`config.mk`:
```
export PLATFORM = sky130hd
export DESIGN_NAME = id_decode_stage
export DESIGN_NICKNAME = d
export VERILOG_FILES = /design/src/rtl/id_decode_stage.sv
export SDC_FILE = /design/constraint.sdc
export NUM_CORES = 1
export LEC_CHECK = 0
export BUFFER_PORTS_ARGS = -buffer_cell sky130_fd_sc_hd__buf_2
export CORE_MARGIN = 3
export CORE_UTILIZATION = 48
export CTS_CLUSTER_DIAMETER = 60
export DETAILED_ROUTE_END_ITERATION = 7
export HOLD_SLACK_MARGIN = 0.12
export PLACE_DENSITY = 0.71
export SYNTH_ARGS = -nofsm -noshare
export SYNTH_HDL_FRONTEND = slang
export SYNTH_SLANG_ARGS = --single-unit
```
`constraint.sdc`:
```
create_clock -name clk -period 9.4 [get_ports clk]
set_clock_uncertainty 0.05 [all_clocks]
set_input_delay 0.47 -clock clk [delete_from_list [all_inputs] [get_ports clk]]
set_output_delay 0.47 -clock clk [all_outputs]
set_load 0.02 [all_outputs]
```
`src/rtl/id_decode_stage.sv`:
```
// Instruction decode stage: registers a decoded RV32I(+M) bundle behind a
// valid/ready handshake, with an optional skid entry so in_ready is a flop.
module id_decode_stage #(
  parameter int XLEN = 32,
  parameter bit EN_M = 1'b0,
  parameter bit SKID = 1'b1
) (
  input  logic            clk,
  input  logic            rst,
  input  logic            in_valid,
  output logic            in_ready,
  input  logic [31:0]     in_instr,
  input  logic [XLEN-1:0] in_pc,
  input  logic            flush,
  output logic            out_valid,
  input  logic            out_ready,
  output logic [XLEN-1:0] out_pc,
  output logic [4:0]      out_rs1,
  output logic [4:0]      out_rs2,
  output logic [4:0]      out_rd,
  output logic [2:0]      out_funct3,
  output logic [6:0]      out_funct7,
  output logic [XLEN-1:0] out_imm,
  output logic            out_branch,
  output logic            out_jump,
  output logic            out_mem_read,
  output logic            out_mem_to_reg,
  output logic            out_alu_src,
  output logic            out_reg_write,
  output logic [1:0]      out_mem_write,
  output logic            out_illegal
);

  typedef struct packed {
    logic [XLEN-1:0] pc;
    logic [4:0]      rs1;
    logic [4:0]      rs2;
    logic [4:0]      rd;
    logic [2:0]      funct3;
    logic [6:0]      funct7;
    logic [XLEN-1:0] imm;
    logic [5:0]      ctl;       // {branch,jump,mem_read,mem_to_reg,alu_src,reg_write}
    logic [1:0]      mem_write;
    logic            illegal;
  } bundle_t;

  localparam logic [6:0] OPC_LUI    = 7'b0110111;
  localparam logic [6:0] OPC_AUIPC  = 7'b0010111;
  localparam logic [6:0] OPC_JAL    = 7'b1101111;
  localparam logic [6:0] OPC_JALR   = 7'b1100111;
  localparam logic [6:0] OPC_BRANCH = 7'b1100011;
  localparam logic [6:0] OPC_LOAD   = 7'b0000011;
  localparam logic [6:0] OPC_STORE  = 7'b0100011;
  localparam logic [6:0] OPC_OPIMM  = 7'b0010011;
  localparam logic [6:0] OPC_OP     = 7'b0110011;

  // Pure decode of one instruction word into the output bundle.
  function automatic bundle_t decode(input logic [31:0] ins, input logic [XLEN-1:0] pc);
    bundle_t            b;
    logic [5:0]         ctl;
    logic [1:0]         mw;
    logic               ill;
    logic signed [31:0] imm32;
    logic [2:0]         f3;
    logic [6:0]         f7;
    f3    = ins[14:12];
    f7    = ins[31:25];
    ctl   = 6'b000000;
    mw    = 2'b00;
    ill   = 1'b0;
    imm32 = '0;
    case (ins[6:0])
      OPC_LUI, OPC_AUIPC: begin
        ctl   = 6'b000011;
        imm32 = {ins[31:12], 12'b0};
      end
      OPC_JAL: begin
        ctl   = 6'b010011;
        imm32 = {{11{ins[31]}}, ins[31], ins[19:12], ins[20], ins[30:21], 1'b0};
      end
      OPC_JALR: begin
        ctl   = 6'b010011;
        imm32 = {{20{ins[31]}}, ins[31:20]};
        ill   = (f3 != 3'b000);
      end
      OPC_BRANCH: begin
        ctl   = 6'b100000;
        imm32 = {{19{ins[31]}}, ins[31], ins[7], ins[30:25], ins[11:8], 1'b0};
        ill   = (f3 == 3'b010) || (f3 == 3'b011);
      end
      OPC_LOAD: begin
        ctl   = 6'b001111;
        imm32 = {{20{ins[31]}}, ins[31:20]};
        ill   = (f3 == 3'b011) || (f3 == 3'b110) || (f3 == 3'b111);
      end
      OPC_STORE: begin
        ctl   = 6'b000010;
        imm32 = {{20{ins[31]}}, ins[31:25], ins[11:7]};
        case (f3)
          3'b000:  mw = 2'b01;
          3'b001:  mw = 2'b10;
          3'b010:  mw = 2'b11;
          default: ill = 1'b1;
        endcase
      end
      OPC_OPIMM: begin
        ctl   = 6'b000011;
        imm32 = {{20{ins[31]}}, ins[31:20]};
        if (f3 == 3'b001)
          ill = (f7 != 7'b0000000);
        else if (f3 == 3'b101)
          ill = (f7 != 7'b0000000) && (f7 != 7'b0100000);
      end
      OPC_OP: begin
        ctl = 6'b000001;
        ill = !((f7 == 7'b0000000) ||
                ((f7 == 7'b0100000) && ((f3 == 3'b000) || (f3 == 3'b101))) ||
                ((f7 == 7'b0000001) && EN_M));
      end
      default: ill = 1'b1;
    endcase
    // An illegal beat still flows down the pipe but must not act on anything.
    if (ill) begin
      ctl = 6'b000000;
      mw  = 2'b00;
    end
    // Writes to x0 are dropped here so later stages never see them.
    if (ins[11:7] == 5'd0)
      ctl[0] = 1'b0;
    b.pc        = pc;
    b.rs1       = ins[19:15];
    b.rs2       = ins[24:20];
    b.rd        = ins[11:7];
    b.funct3    = f3;
    b.funct7    = f7;
    b.imm       = XLEN'(imm32);
    b.ctl       = ctl;
    b.mem_write = mw;
    b.illegal   = ill;
    return b;
  endfunction

  bundle_t main_q, main_d, skid_q, skid_d, dec;
  logic    vld_main_q, vld_main_d, vld_skid_q, vld_skid_d;
  logic    accept, out_xfer;

  assign dec      = decode(in_instr, in_pc);
  assign in_ready = SKID ? !vld_skid_q : (!vld_main_q || out_ready);
  assign accept   = in_valid && in_ready && !flush;
  assign out_xfer = vld_main_q && out_ready;

  // Next-state of the main/skid entries; flush wins over any transfer.
  always_comb begin
    main_d     = main_q;
    skid_d     = skid_q;
    vld_main_d = vld_main_q;
    vld_skid_d = vld_skid_q;
    if (flush) begin
      vld_main_d = 1'b0;
      vld_skid_d = 1'b0;
    end else if (SKID) begin
      if (!vld_main_q) begin
        if (accept) begin
          main_d     = dec;
          vld_main_d = 1'b1;
        end
      end else if (out_xfer) begin
        if (vld_skid_q) begin
          main_d     = skid_q;
          vld_skid_d = 1'b0;
        end else if (accept) begin
          main_d = dec;
        end else begin
          vld_main_d = 1'b0;
        end
      end else if (accept) begin
        skid_d     = dec;
        vld_skid_d = 1'b1;
      end
    end else begin
      if (accept) begin
        main_d     = dec;
        vld_main_d = 1'b1;
      end else if (out_xfer) begin
        vld_main_d = 1'b0;
      end
    end
  end

  // Occupancy flags: the only state that reset touches.
  always_ff @(posedge clk) begin
    if (rst) begin
      vld_main_q <= 1'b0;
      vld_skid_q <= 1'b0;
    end else begin
      vld_main_q <= vld_main_d;
      vld_skid_q <= vld_skid_d;
    end
  end

  // Bundle payload registers; meaningless whenever their valid flag is low.
  always_ff @(posedge clk) begin
    main_q <= main_d;
    skid_q <= skid_d;
  end

  assign out_valid      = vld_main_q;
  assign out_pc         = main_q.pc;
  assign out_rs1        = main_q.rs1;
  assign out_rs2        = main_q.rs2;
  assign out_rd         = main_q.rd;
  assign out_funct3     = main_q.funct3;
  assign out_funct7     = main_q.funct7;
  assign out_imm        = main_q.imm;
  // Control outputs are qualified by valid so an empty stage issues nothing.
  assign out_branch     = vld_main_q && main_q.ctl[5];
  assign out_jump       = vld_main_q && main_q.ctl[4];
  assign out_mem_read   = vld_main_q && main_q.ctl[3];
  assign out_mem_to_reg = vld_main_q && main_q.ctl[2];
  assign out_alu_src    = vld_main_q && main_q.ctl[1];
  assign out_reg_write  = vld_main_q && main_q.ctl[0];
  assign out_mem_write  = vld_main_q ? main_q.mem_write : 2'b00;
  assign out_illegal    = vld_main_q && main_q.illegal;

endmodule
```
==> results.ini, run 1 <==
[setup_path]
cp.arrival_ps=3550
cpMostUsedCell=nand2_4
worstPathCellList=nand2_4, nand2_4, o22ai_1, a21oi_1
worstPathMaxFanout=97
crit_path_end_kind=flip-flop
crit_type=flip-flop to flip-flop
r2r_slack_ps=6080
cpPeakStageDelay_ps=1140
crit_path_start_kind=flip-flop
r2r-start=out_valid
crit_slowest_cell=nand2_4
crit_start=out_valid
crit_required_ps=9630

[global_route]
antenna_found_initial=2
grt_max_degree=98
grt_pass1_vias=5518
track_usage_pct=19.3
grt_overflow_total=0
grt_pass1_wl_um=30600

[synthesis]
yosysSeqAreaShare_pct=65.8
syn_nets=801
ys.flop_type=edfxtp_1
ys_types=54
yosysTopAreaCellShare_pct=65.4
synth_largest_area_cell=edfxtp_1
synth_fa_ha_area_share_pct=0
synthXorXnorAreaFrac_pct=0.196
netlist_top_cells_area=edfxtp_1, buf_4, o22ai_1
synth-compound-area-share_pct=12.5
ys_ff_latch=197
synth.area.mux_share_pct=0.391
synth_top_family_by_area=compound AO/OA/AOI/OAI gates
synth_cells=732
synthesis.area_um2=8960
yosysWarningCount=0
yosys.area_share.simple_pct=10.6
synth_edf_count=195
synthArstFlopShare_pct=0
avgSynthCellArea_um2=12.2

[power_and_ir_drop]
pwr-share-clk_pct=34.5
p_int_mw=1.41
power_mw=1.88
peakVddDrop_v=0.000121
p_per_area_nw_per_um2=192
seqPwrFrac_pct=54.9
p_sw_share_pct=24.8
comb_power_share_pct=10.6
p_leak_nw=3.81
switchingPower_mw=0.468

[route]
dr_wl_met3_um=1530
vias=5838
ant_nets=0
wl_per_cell_um=19.3
drcViolationCount=0
top_layer=met5
vias_per_cell=5.63
drtPass1Iterations=5
postRouteWirelength_um=20000
wl_met2_um=9310
drt_iter0_drc=400
wirelength_met1_um=8820

[sta]
tightestPinTransition_ps=1170
max-slew-margin-rel_pct=22.2
fin_crit_ps=3320
report.final.hold_viol_count=0
rsz0062_at_grt=false
final-setup-viol-count=0
fmax_mhz=301
fin_tns_setup_ps=0
final.period_utilization_pct=35.4
slew_violations=0

[cells_and_area]
n_antenna_cell=0
drive_gt1_share_pct=27.4
nets=865
final_cell_mix=edfxtp_1, buf_2, nor2_1, o22ai_1, a21oi_1
fin_cells=1037
final_common_cell=edfxtp_1
area_delta_synth_final_pct=9.44

[clock_network]
cts_buffer_depth=2
clock_latency_ps=430
htreeDepth=4
cts_resized=0
cts.sinks=197
cts_made_buffers=17
cts_tree=yes
hold_buffers=0
clock-root-buffer=clkbuf_16
clkTransAtPathRegs_ps=70
cts_setup_buffers=0

[placement]
port_buffers=168
place_hpwl_um=12600
gp_congestion=0.814
dp_cells=1006

[floorplan]
start_util_pct=49.4
io_pins=169
die_x_um=143
die_h_um=143
die-area_um2=20300
rows=49
fp.coreArea_um2=18100

[flow_run]
max_cap_violations=0

[min_path]
hold_path_class=input port to flip-flop
min_from=rst

[run_status]
status=finished, final reports clean

[cell usage after synthesis, types with 3 or more instances]
cell type  count
edfxtp_1     195
nor2_1       137
buf_4         96
o22ai_1       87
a21oi_1       33
nand2_1       25
inv_1         19
clkbuf_1      18
and2_1        17
buf_2         10
o21a_1        10
o22a_1         9
o21ai_0        7
a22o_1         4
nor4_1         4
a21oi_2        3
buf_1          3
nor2b_1        3
nor3_1         3
o31ai_1        3
or3_1          3
[cell type report]
class                      instances  area [um^2]
fill                            1596         8340
inverter                          19         71.3
clock inverter                    14         88.8
multi-input combinational        387         2150
sequential                       197         5900
tap                              229          287
timing repair buffer             174          886
clock buffer                      17          425
[worst max-delay path, delay by kind of cell (launching register included)]
family | cells | cell delay [ps]
AO/OA/AOI/OAI | 2 | 410
AND/OR/NAND/NOR | 2 | 1880
flip-flops | 1 | 740
[worst paths after layout]
kind,to,depth (start not counted)
worst max-delay path,out_imm[19],4
worst min-delay path,out_valid,2
worst max register to register,out_imm[19],4
worst min register to register,out_rs2[0],2
[registers in the layout, summed over array words and instances (netlist names)]
signal      cells
vld_skid_q      1
skid_q         97
out_funct7      7
out_rs1         5
main_q          9
out_imm        32
out_rs2         5
out_rd          5
out_funct3      3
out_pc         32
out_valid       1
[per-stage QoR]
step,utilization (%),setup slack [ps],instance area (um^2),hold slack (ps)
finish,54.0,6080,9800,187
global placement,51.2,6170,9290,494
floorplan,-,3310,8960,490
detailed placement,51.2,6050,9290,508
CTS,54.0,6050,9800,159
global route,54.0,5730,9800,153
[power groups by stage]
stage                     Sequential (mW)  Clock [mW]  Combinational, mW
after floorplan                      1.05           0              0.165
after global placement               1.05           0              0.195
after detailed placement             1.05           0              0.200
after CTS                            1.03       0.665              0.200
after global routing                 1.04       0.698              0.217
final                                1.03       0.649              0.199
[logic make-up (layout without fill, tap and decap cells)]
kind of cell,after synthesis,after routing
AO/OA/AOI/OAI,171,171
multiplexers,3,3
XOR/XNOR,2,2
AND/OR/NAND/NOR,211,211
flip-flops,197,197
buffers and inverters,148,224
[routing by layer]
| layer | track usage (%) | up-vias |
|---|---|---|
| li1 | - | 2742 |
| met1 | 27.6 | 2829 |
| met2 | 29.9 | 238 |
| met3 | 4.39 | 25 |
| met4 | 5.80 | 4 |
| met5 | 0 | - |
Power figures use the tool's default switching activity.
==> run 2, diff against run 1 <==
PLACE_DENSITY = 0.73   (was 0.71)
clock period = 2.7 ns   (was 9.4 ns; I/O delays follow)
==> run 2 against run 1 <==
Against the previous run: sequential share of layout area shrank 4.5 points; final area grew 8.0%; combinational power grew to 3.9 times the previous value; utilization grew 4.3 points; critical path depth grew 3; worst hold slack gained 17 ps; sequential power grew to 3.5 times the previous value; register-to-register slack lost 5400 ps; wire length grew 3.7%; cell count grew 6.8%; global-route usage grew 1.2 points; worst setup slack lost 5400 ps.
==> results.ini, run 2 (synthesized netlist as in run 1, its figures left out) <==
[clock_network]
cts_made_buffers=17  ; unchanged
cts_setup_buffers=0  ; unchanged
clock_latency_ps=430  ; about the same
clock-root-buffer=clkbuf_16  ; unchanged
cts_buffer_depth=2  ; unchanged
clkTransAtPathRegs_ps=70  ; about the same
htreeDepth=4  ; unchanged
cts_tree=yes  ; unchanged
cts.sinks=197  ; unchanged

[global_route]
grt_pass1_wl_um=32500  ; was 30600 um
grt_overflow_total=0  ; unchanged
antenna_found_initial=2  ; unchanged
grt_pass1_vias=5848  ; was 5518
grt_max_degree=97  ; was 98
track_usage_pct=20.6  ; was 19.3%

[power_and_ir_drop]
power_mw=6.83  ; was 1.88 mW
p_int_mw=5.12  ; was 1.41 mW
p_per_area_nw_per_um2=644  ; was 192 nW/um^2
pwr-share-clk_pct=36.0  ; was 34.5%
p_sw_share_pct=25.0  ; was 24.8%
switchingPower_mw=1.70  ; was 0.468 mW
peakVddDrop_v=0.000462  ; was 0.000121 V
seqPwrFrac_pct=52.7  ; was 54.9%
comb_power_share_pct=11.4  ; was 10.6%
p_leak_nw=4.14  ; was 3.81 nW

[cells_and_area]
ff_latch_area_um2=5900  ; about the same
multi_input_area_um2=2150  ; about the same
nets=932  ; was 865
final_common_cell=edfxtp_1  ; unchanged
regMostFlops=skid_q  ; unchanged
area_delta_synth_final_pct=18.2  ; was 9.44%
final_cell_mix=edfxtp_1, buf_2, nor2_1, o22ai_1, dlygate4sd3_1  ; was edfxtp_1, buf_2, nor2_1, o22ai_1, a21oi_1
drive_gt1_share_pct=25.9  ; was 27.4%
finish.instance_area_um2=10600  ; was 9800 um^2
fill_cells=1477  ; was 1596
largest_reg_flops=97  ; unchanged

[sta]
fin_ws_ps=628  ; was 6080 ps
final.period_utilization_pct=76.7
fin_crit_ps=2070
max-slew-margin-rel_pct=40.0  ; was 22.2%
final-setup-viol-count=0  ; unchanged
rsz0062_at_grt=false  ; unchanged
tightestPinTransition_ps=900  ; was 1170 ps
fmax_mhz=483
slew_violations=0  ; unchanged
report.final.hold_viol_count=0  ; unchanged
fin_tns_setup_ps=0  ; unchanged

[setup_path]
crit_path_start_kind=input port  ; was flip-flop
cpPeakStageDelay_ps=550  ; was 1140 ps
worstPathMaxFanout=11  ; was 97
crit_type=input port to flip-flop  ; was flip-flop to flip-flop
r2r-start=vld_skid_q  ; was out_valid
crit_start=in_instr[3]  ; was out_valid
cp.arrival_ps=2300  ; was 3550 ps
crit_path_end_kind=flip-flop  ; unchanged
crit_required_ps=2930  ; was 9630 ps
crit_slowest_cell=dlygate4sd3_1  ; was nand2_4
cpMostUsedCell=a21oi_1  ; was nand2_4
worstPathCellList=dlygate4sd3_1, buf_2, nand4bb_1, o22ai_2, and2_1, a21oi_1, a21oi_1  ; was nand2_4, nand2_4, o22ai_1, a21oi_1

[placement]
port_buffers=168  ; unchanged
postPlaceCellArea_um2=9390  ; was 9290 um^2
place_hpwl_um=12800  ; was 12600 um
dp_slack_ps=711  ; was 6050 ps
gp_congestion=0.852  ; was 0.814

[route]
drt_iter0_drc=442  ; was 400
ant_nets=0  ; unchanged
drcViolationCount=0  ; unchanged
vias_per_cell=5.44  ; was 5.63
vias=6024  ; was 5838
drtPass1Iterations=5  ; unchanged
wl_per_cell_um=18.7  ; was 19.3 um
postRouteWirelength_um=20700  ; was 20000 um

[floorplan]
fp.coreArea_um2=18100  ; unchanged
rows=49  ; unchanged
die-area_um2=20300  ; unchanged
die_x_um=143  ; unchanged
die_h_um=143  ; unchanged
io_pins=169  ; unchanged
start_util_pct=49.4  ; unchanged

[flow_run]
max_cap_violations=0  ; unchanged

[min_path]
hold_path_class=input port to flip-flop  ; unchanged
min_from=in_instr[4]  ; was rst

[run_status]
status=finished, final reports clean  ; unchanged

==> run 2: routing by layer <==
layer	routed length, um	track usage (%)	up-vias
met1	9040	28.9	2883
met2	9840	32.4	236
met3	1600	5.16	23
met5	7	0	-
met4	233	5.20	2
li1	-	-	2880
==> run 2: worst max-delay path: cells and delay by family <==
family                 cells  cell delay [ps]
and+or+nand+nor            2              790
AOI/OAI and AO/OA          3              670
buffers and inverters      2              710
==> run 2: timing repair <==
action                    4_1_cts  5_1_grt
hold endpoints to repair      147        0
gates resized for setup         0        0
hold buffers                   63        0
==> run 2: worst paths after layout <==
kind | to | slack, ps | depth (start not counted)
min | skid_q[2] | 200 | 4
max | out_imm[22] | 630 | 7
max reg2reg | out_pc[29] | 650 | 5
min reg2reg | out_pc[27] | 520 | 2
==> run 2: power by group through the flow <==
stage	clock network (mW)	logic, mW	registers [mW]
global route	2.64	0.846	3.61
detailed placement	0	0.706	3.66
global placement	0	0.692	3.66
CTS	2.52	0.777	3.60
finish	2.45	0.775	3.60
floorplan	0	0.579	3.64
==> run 2: layout make-up <==
cell class | instances | area share [%]
flip-flops and latches | 197 | 55.7
well taps | 229 | 2.70
clock inverters | 15 | 1.37
diodes | 2 | 0.0472
multi-input cells | 387 | 20.3
clock buffers | 17 | 4.02
inverters | 19 | 0.673
repair buffers | 241 | 15.2
==> run 2: metrics by stage <==
| step | instances | hold WS, ps | util, % |
|---|---|---|---|
| after global placement | 1010 | 261 | 51.7 |
| after CTS | 1105 | 177 | 58.3 |
| after floorplan | 732 | 150 | - |
| final | 1107 | 204 | 58.4 |
| after detailed placement | 1010 | 260 | 51.7 |
| after global routing | 1106 | 221 | 58.4 |
==> run 3, diff against run 2 <==
clock period = 1.9 ns   (was 2.7 ns; I/O delays follow)
==> run 3 against run 2 <==
Against the previous run: non-clock buffer count increased by 16; die area unchanged; sequential power increased by 42%; global-route usage increased by 0.21 points; cell count increased by 1.3%; worst hold slack got worse by 29 ps; largest power group unchanged; highest routed layer is now met4.
==> results.ini, run 3 (synthesized netlist as in run 1, its figures left out) <==
[placement]
port_buffers=168  ; unchanged
place_hpwl_um=13700  ; was 12800 um
postPlaceCellArea_um2=9570  ; was 9390 um^2
gp_congestion=0.884  ; was 0.852
dp_slack_ps=176  ; was 711 ps

[setup_path]
crit_slowest_cell=dlygate4sd3_1  ; unchanged
crit_type=input port to flip-flop  ; unchanged
cp.arrival_ps=1900  ; was 2300 ps
crit_start=in_instr[6]  ; was in_instr[3]
reg2reg_depth=6  ; was 5
crit_path_end_kind=flip-flop  ; unchanged
critPathCapture=out_imm[22]  ; unchanged
r2r_end=main_q[0]  ; was out_pc[29]
crit_path_start_kind=input port  ; unchanged
worstPathCellList=dlygate4sd3_1, clkbuf_4, nand4b_1, buf_4, o22ai_2, and2_2, a21oi_1, a21oi_1  ; was dlygate4sd3_1, buf_2, nand4bb_1, o22ai_2, and2_1, a21oi_1, a21oi_1
r2r-start=vld_skid_q  ; unchanged
r2r_slack_ps=180  ; was 650 ps
cpMostUsedCell=a21oi_1  ; unchanged
worstPathMaxFanout=13  ; was 11
crit_required_ps=2020  ; was 2930 ps
cpPeakStageDelay_ps=550  ; about the same

[cells_and_area]
finish.instance_area_um2=10800  ; was 10600 um^2
regMostFlops=skid_q  ; unchanged
n_antenna_cell=0  ; was 2
largest_reg_flops=97  ; unchanged
final_common_cell=edfxtp_1  ; unchanged
drive_gt1_share_pct=27.1  ; was 25.9%
final_cell_mix=edfxtp_1, buf_2, nor2_1, o22ai_1, dlygate4sd3_1  ; unchanged
area_delta_synth_final_pct=20.5  ; was 18.2%
nets=948  ; was 932

[power_and_ir_drop]
p_leak_nw=4.24  ; was 4.14 nW
p_per_area_nw_per_um2=901  ; was 644 nW/um^2
power_mw=9.73  ; was 6.83 mW
peakVddDrop_v=0.000652  ; was 0.000462 V

[clock_network]
cts_tree=yes  ; unchanged
clock_latency_ps=420  ; was 430 ps
cts_buffer_depth=2  ; unchanged
cts.sinks=197  ; unchanged
htreeDepth=4  ; unchanged
cts_made_buffers=17  ; unchanged
clock-root-buffer=clkbuf_16  ; unchanged
clkTransAtPathRegs_ps=70  ; about the same

[floorplan]
start_util_pct=49.4  ; unchanged
rows=49  ; unchanged
die_h_um=143  ; unchanged
fp.coreArea_um2=18100  ; unchanged
die_x_um=143  ; unchanged
die-area_um2=20300  ; unchanged
io_pins=169  ; unchanged

[global_route]
grt_pass1_wl_um=33100  ; was 32500 um
grt_max_degree=66  ; was 97
track_usage_pct=20.8  ; was 20.6%
antenna_found_initial=0  ; was 2
grt_pass1_vias=6148  ; was 5848
grt_overflow_total=0  ; unchanged

[sta]
slew_violations=0  ; unchanged
tightestPinTransition_ps=502  ; was 900 ps
max-slew-margin-rel_pct=66.2  ; was 40.0%
final-setup-viol-count=0  ; unchanged
fmax_mhz=561
fin_crit_ps=1780
fin_tns_setup_ps=0  ; unchanged
final.period_utilization_pct=93.8
report.final.hold_viol_count=0  ; unchanged
fin_ws_ps=117  ; was 628 ps

[run_status]
status=finished, final reports clean  ; unchanged

[route]
wl_per_cell_um=19.0  ; was 18.7 um
vias=6128  ; was 6024
vias_per_cell=5.47  ; was 5.44
drt_iter0_drc=412  ; was 442
drcViolationCount=0  ; unchanged
ant_nets=0  ; unchanged
postRouteWirelength_um=21300  ; was 20700 um
drtPass1Iterations=5  ; unchanged

[min_path]
hold_path_class=input port to flip-flop  ; unchanged

[flow_run]
max_cap_violations=0  ; unchanged

run 3: cell count changes in the layout (fill, tap and decap cells not counted), sizes merged:
| cell | delta |
|---|---|
| buf | +15 |
| clkinv | +1 |
| diode | -2 |
| bufinv | +1 |
| clkinvlp | +1 |
| inv | -6 |
| clkbuf | +4 |
run 3: stage by stage:
| stage | hold WS (ps) | cells | util (%) |
|---|---|---|---|
| detailed placement | 213 | 1024 | 52.7 |
| CTS | 144 | 1119 | 59.3 |
| finish | 174 | 1121 | 59.5 |
| global route | 205 | 1121 | 59.5 |
| global placement | 217 | 1024 | 52.7 |
| floorplan | 110 | 732 | - |
run 3: how the worst min path moves through the flow:
stage | from | to | slack (ps) | cells after the start
after global routing | in_instr[4] | skid_q[8] | 210 | 4
after CTS | in_instr[4] | skid_q[8] | 140 | 4
after global placement | rst | out_valid | 220 | 2
after detailed placement | rst | out_valid | 210 | 2
after floorplan | rst | out_valid | 110 | 1
final | in_instr[4] | skid_q[8] | 170 | 4
run 3: layout make-up:
type                       instances  area, um^2
clock buffer                      20         437
multi-input combinational        387        2160
fill                            1464        7350
clock inverter                    12         130
tap                              229         287
sequential                       197        5900
timing repair buffer             257        1810
inverter                          19        71.3
run 3: worst max-delay path: cells and delay by family:
kind / cells / cell delay [ps]
simple gates: 2 / 520
buf+inv: 3 / 920
compound gates: 3 / 360
run 3: per-layer routing:
| metal | part of all wire [%] | track usage, % | wire [um] |
|---|---|---|---|
| met5 | 0 | 0 | 0 |
| met4 | 1.7 | 6.10 | 361 |
| met3 | 7.0 | 4.89 | 1490 |
| met2 | 47 | 33.4 | 10000 |
| met1 | 44 | 28.4 | 9430 |
run 3: repair_timing:
item / CTS / global route
buffers inserted: 0 / 2
setup endpoints to repair: 0 / 23
hold buffers: 63 / 0
hold endpoints to repair: 163 / 0
gates resized for setup: 0 / 5
run 3: where the power goes:
| part | internal, mW | switching, mW | total [mW] |
|---|---|---|---|
| Clock | 1.94 | 1.53 | 3.46 |
| Sequential | 5.01 | 0.0970 | 5.11 |
| Combinational | 0.460 | 0.696 | 1.16 |
| Total | 7.41 | 2.32 | 9.73 |
